[config.mk]
export PLATFORM = sky130hd
export DESIGN_NAME = output_crop
export DESIGN_NICKNAME = d
export VERILOG_FILES = /design/src/rtl/cnn_pkg.sv /design/src/rtl/output_crop_raster_counter.sv /design/src/rtl/output_crop.sv
export SDC_FILE = /design/constraint.sdc
export NUM_CORES = 1
export LEC_CHECK = 0
export BUFFER_PORTS_ARGS = -buffer_cell sky130_fd_sc_hd__buf_4
export CELL_PAD_IN_SITES_DETAIL_PLACEMENT = 0
export CELL_PAD_IN_SITES_GLOBAL_PLACEMENT = 1
export CORE_AREA = 5 5 77 86
export CTS_BUF_LIST = sky130_fd_sc_hd__clkbuf_8
export DETAILED_ROUTE_END_ITERATION = 8
export DIE_AREA = 0 0 82 91
export HOLD_SLACK_MARGIN = 0.12
export PLACE_DENSITY_LB_ADDON = 0.1
export SLEW_MARGIN = 20
export SYNTH_ARGS = -nofsm -noshare
export SYNTH_HDL_FRONTEND = slang
export SYNTH_HIERARCHICAL = 1
export SYNTH_SLANG_ARGS = --single-unit
[constraint.sdc]
create_clock -name clk -period 2.5 [get_ports clk]
set_input_delay 0.125 -clock clk [delete_from_list [all_inputs] [get_ports clk]]
set_output_delay 0.125 -clock clk [all_outputs]
set_load 0.05 [all_outputs]
[src/rtl/cnn_pkg.sv]
// Shared CNN definitions: padded edge length helper, crop FSM states, default element width.
package cnn_pkg;

    localparam int DEF_DATA_W = 32;

    typedef enum logic [1:0] {IDLE, RUN, DRAIN} crop_state_t;

    // Padding and cropping stages must agree on this value.
    function automatic int pad_size(input int size, input int filter);
        return size + ((filter - (size % filter)) % filter);
    endfunction

endpackage

[src/rtl/output_crop_raster_counter.sv]
// Row/column raster position counter over an EDGE x EDGE map.
module raster_counter #(
    parameter int EDGE = 9,
    parameter int W    = (EDGE > 1) ? $clog2(EDGE) : 1
) (
    input  logic         clk,
    input  logic         reset,
    input  logic         inc,
    input  logic         clr,
    output logic [W-1:0] row,
    output logic [W-1:0] col,
    output logic         wrap_last
);
    localparam logic [W-1:0] LAST = W'(EDGE - 1);

    always_ff @(posedge clk or posedge reset) begin
        if (reset) begin
            row <= '0;
            col <= '0;
        end else if (clr) begin
            row <= '0;
            col <= '0;
        end else if (inc) begin
            if (col == LAST) begin
                col <= '0;
                row <= (row == LAST) ? '0 : row + 1'b1;
            end else begin
                col <= col + 1'b1;
            end
        end
    end

    assign wrap_last = (row == LAST) && (col == LAST);

endmodule

[src/rtl/output_crop.sv]
// Streaming crop of a PAD_SIZE x PAD_SIZE raster back to SIZE x SIZE.
// Optional nonzero-pad detection enabled by defining CROP_PAD_CHECK_EN.
module output_crop
    import cnn_pkg::*;
#(
    parameter int SIZE        = 7,
    parameter int FILTER_SIZE = 3,
    parameter int DATA_W      = DEF_DATA_W
) (
    input  logic              clk,
    input  logic              reset,
    input  logic              en,
    input  logic              start,
    input  logic              in_valid,
    output logic              in_ready,
    input  logic [DATA_W-1:0] in_data,
    output logic              out_valid,
    input  logic              out_ready,
    output logic [DATA_W-1:0] out_data,
    output logic              out_last,
    output logic              busy,
    output logic              done,
    output logic              pad_err
);
    localparam int PAD_SIZE = pad_size(SIZE, FILTER_SIZE);
    localparam int CW       = (PAD_SIZE > 1) ? $clog2(PAD_SIZE) : 1;

    crop_state_t   state, state_nx;
    logic [CW-1:0] row, col;
    logic          wrap_last;
    logic          is_pad, keep_last, acc, keep, consume, start_go, drain_exit;

    raster_counter #(.EDGE(PAD_SIZE), .W(CW)) u_cnt (
        .clk       (clk),
        .reset     (reset),
        .inc       (acc),
        .clr       (start_go),
        .row       (row),
        .col       (col),
        .wrap_last (wrap_last)
    );

    // Extra MSB so SIZE is representable even when PAD_SIZE == SIZE is a power of two.
    assign is_pad    = ({1'b0, row} >= (CW+1)'(SIZE)) || ({1'b0, col} >= (CW+1)'(SIZE));
    assign keep_last = ({1'b0, row} == (CW+1)'(SIZE - 1)) && ({1'b0, col} == (CW+1)'(SIZE - 1));

    assign in_ready   = en && (state == RUN) && (is_pad || !out_valid || out_ready);
    assign acc        = in_valid && in_ready;
    assign keep       = acc && !is_pad;
    assign consume    = en && out_valid && out_ready;
    assign start_go   = en && start && (state == IDLE);
    assign drain_exit = en && (state == DRAIN) && (!out_valid || out_ready);
    assign busy       = (state == RUN) || (state == DRAIN);

    always_ff @(posedge clk or posedge reset) begin
        if (reset) state <= IDLE;
        else       state <= state_nx;
    end

    always_comb begin
        state_nx = state;
        case (state)
            IDLE:    if (start_go) state_nx = RUN;
            RUN:     if (acc && wrap_last) state_nx = DRAIN;
            DRAIN:   if (drain_exit) state_nx = IDLE;
            default: state_nx = IDLE;
        endcase
    end

    always_ff @(posedge clk or posedge reset) begin
        if (reset) begin
            out_valid <= 1'b0;
            out_data  <= '0;
            out_last  <= 1'b0;
        end else if (keep) begin
            out_valid <= 1'b1;
            out_data  <= in_data;
            out_last  <= keep_last;
        end else if (consume) begin
            out_valid <= 1'b0;
            out_last  <= 1'b0;
        end
    end

    // done is a pulse: it never stretches, even if en drops right after the drain.
    always_ff @(posedge clk or posedge reset) begin
        if (reset) done <= 1'b0;
        else       done <= drain_exit;
    end

`ifdef CROP_PAD_CHECK_EN
    always_ff @(posedge clk or posedge reset) begin
        if (reset)
            pad_err <= 1'b0;
        else if (start_go)
            pad_err <= 1'b0;
        else if (acc && is_pad && (in_data != '0))
            pad_err <= 1'b1;
    end
`else
    assign pad_err = 1'b0;
`endif

endmodule

==> run_results.csv <==
group,metric,value,unit
setup_path,critPathTopFamily,"compound AO/OA/AOI/OAI gates",
cts,number_of_sinks_on_the_clock_net,45,
power,power.ir.vdd_worst,731,uV
floorplanning,row_count,29,
synthesis,yosysSeqAreaShare,50.9,%
synthesis,synth.top_cells.by_count,"sky130_fd_sc_hd__dfrtp_1, sky130_fd_sc_hd__mux2_4, sky130_fd_sc_hd__nand2_1",
routing,number_of_drc_markers_after_the_initial_detailed_route_iteration,59,
global_routing,grtUsageTotal,14.6,%
placement,io_buffer_count,74,
power,total_power,4.29,mW
power,static-leakage-power,1.67,nW
setup_path,cpPeakStageDelay,470,ps
global_routing,grt_first_pass_wirelength,8.60,mm
placement,place_inst,314,
floorplanning,dieWidth,82,um
synthesis,post_synth_inst_count,166,
sta,report.final.slew_viol_count,0,
cts,tritoncts,"built",
setup_path,worst-setup-path-type,"reg -> reg",
cts,cts-buffers-inserted,5,
setup_path,critPathArrivalTime,2430,ps
setup_path,worst-endpoint-required,2680,ps
final_layout,final_cells,356,
final_layout,drive_above_1_share,43.7,%
synthesis,syn-num-nets,212,
final_layout,fin_nets,324,
placement,routabilityCongestion,0.772,
setup_path,worst_path_max_delay_cell,"sky130_fd_sc_hd__dfrtp_1",
setup_path,worst_setup_path_end_kind,"register",
cts,cts_root_buffer,"sky130_fd_sc_hd__clkbuf_8",
power,p_int,2.36,mW
synthesis,synth_warnings,6,
cts,post_cts_resized,0,
cts,ctsLongestPathBuffers,2,
global_routing,grt_start_max_net_pins,38,
routing,detail-route-antenna-nets,0,
power,power.density,1290,mW/mm^2
final_layout,layout-area-overhead-vs-synth,50.1,%
job,drv_cap,0,
floorplanning,floorplan.io_pins,76,
power,p_clk_share,14.9,%
floorplanning,floorplan.die_area,0.00746,mm^2
synthesis,dominantRegCellSynth,"sky130_fd_sc_hd__dfrtp_1",
synthesis,ys_types,38,
final_layout,antennaDiodeCount,0,
synthesis,synth_area,0.00221,mm^2
synthesis,synth_largest_area_cell,"sky130_fd_sc_hd__dfrtp_1",
synthesis,avgSynthCellArea,13.3,um^2
cts,insertion_delay,290,ps
routing,drt_drc_violations_left,0,
placement,post-dp-hpwl,3.50,mm
synthesis,yosys.cell_count.top_type,"sky130_fd_sc_hd__dfrtp_1",
synthesis,synth_seq_cells,45,
sta,maxSlewHeadroom,60.4,%
global_routing,grt_pass1_vias,1714,
setup_path,crit_path_cells,"inv_1, ha_1, nand3b_1, nor3_1, nand3_1, a41o_1, a221o_1, mux2_1",
routing,viasPerCell,4.64,
routing,first_pass_iters,4,
final_layout,layout.core_utilization,58.6,%
sta,worst_slew_pin_slew,594,ps
sta,fmaxAchievable,0.445,GHz
global_routing,initial_antenna_violation_count,0,
global_routing,grt.overflow.total,0,
power,net-switching-power,1.93,mW
worst_hold_path,worstHoldPathType,"in -> reg",
synthesis,yosys-top-cells-area,"sky130_fd_sc_hd__dfrtp_1, sky130_fd_sc_hd__mux2_4, sky130_fd_sc_hd__ha_1",
final_layout,fill_cells,483,
synthesis,synthDominantCellAreaShare,50.9,%
sta,rsz0062_at_grt,"false",
power,seq_power_share,28.9,%
routing,dr_total_vias,1652,
sta,layout_worst_path_cycle_share,89.8,%
cts,cts_hold_repair.buffers,34,
cts,post-cts-setup-buffer-count,0,
outcome,run_status,"complete, no violations",
synthesis,synth-edff-count,0,
sta,finalWorstPathRequiredPeriod,2250,ps
setup_path,cp_num_buf_inv,1,
sta,worst_clock_skew,6.29,ps
floorplanning,fp.coreArea,0.00566,mm^2
cts,number_of_h_tree_branching_levels,2,
routing,post_drt_wl_per_cell,14.8,um
routing,wl,5.27,mm
power,power.share.switching,45.0,%
sta,timing.final.setup_violations,0,
setup_path,critical_path.startpoint_type,"register",
sta,hold_viol_final,0,
cts,clk_pin_slew,80,ps
setup_path,critical_path.max_fanout,7,
power,power.share.combinational,56.3,%
sta,setup-tns-final,0,ps
floorplanning,floorplan.initialDensity,39.1,%
floorplanning,floorplan.die.height,91,um
synthesis,synth_async_sr_flop_share,100,%
-- registers in the layout, summed over array words and instances (netlist names) --
signal	count
out_valid	1
u_cnt/row	4
out_data	32
state	2
done	1
out_last	1
u_cnt/col	4
-- layout by cell type, fill, tap and decap left out, drive strengths merged --
master / n
buf: 78
and3b: 1
nand2b: 3
nand4: 1
a31oi: 1
nor2b: 1
clkbuf: 5
inv: 10
nand4b: 2
a311oi: 1
mux2i: 1
clkinv: 1
dlygate4sd3: 34
ha: 8
a41o: 1
o31ai: 1
nand3: 7
nand2: 13
and4b: 2
o2111ai: 1
mux2: 34
bufinv: 2
nor3: 2
a221o: 1
nor2: 4
o21ai: 4
nand3b: 1
and3: 3
o211ai: 1
a21boi: 2
a211o: 1
dfrtp: 45
or3: 1
conb: 1
a21oi: 5
-- per-layer routing --
layer	vias up	part of all wire (%)	GRT usage, %
met2	45	49	23.6
met4	0	0.84	3.74
met5	-	0	0
met3	4	5.8	3.96
met1	803	44	19.3
li1	800	-	-
-- cell families (layout without fill, tap and decap cells) --
kind of cell	after synthesis	count (layout)	synth area share, %
DFF	45	45	50.9
and+or+nand+nor	41	41	10.2
muxes	35	35	22.3
AOI/OAI and AO/OA	19	19	7.35
buffers and inverters	17	130	4.47
adders and majority gates	8	8	4.53
other	1	1	0.170
-- through the flow --
step           area (um^2)  hold WS, ps  setup WS [ps]
6_report              3320          145            254
3_3_place_gp          2850          119            314
2_1_floorplan         2210        -59.3            421
3_5_place_dp          2850          118            243
5_1_grt               3320          143           78.8
4_1_cts               3320          131            229
-- path summary, 6_finish.rpt --
| check | startpoint | to | slack [ps] | depth (start not counted) |
|---|---|---|---|---|
| setup / recovery | u_cnt/col[1] | state[0] | 250 | 8 |
| hold reg to reg | out_last | out_last | 510 | 2 |
| hold / removal | en | done | 150 | 2 |
| max in group asynchronous | reset | out_data[22] | 1640 | 4 |
| setup reg to reg | u_cnt/col[1] | state[0] | 250 | 8 |
| min in group asynchronous | reset | u_cnt/row[3] | 350 | 3 |
-- layout make-up --
type	instances	area [um^2]	share of cell area, %
timing repair buffer	112	938	28.3
multi-input combinational	104	987	29.7
clock buffer	5	68.8	2.07
sequential	45	1130	33.9
clock inverter	3	65.1	1.96
tap	77	96.3	2.90
inverter	10	37.5	1.13
-- power groups by stage --
stage / clock, mW / sequential (mW) / combinational, mW
finish: 0.638 / 1.24 / 2.41
global route: 0.703 / 1.28 / 2.53
CTS: 0.667 / 1.24 / 2.42
detailed placement: 0 / 1.25 / 2.37
global placement: 0 / 1.23 / 2.37
floorplan: 0 / 2.19 / 0.754
Power figures use the tool's default switching activity.
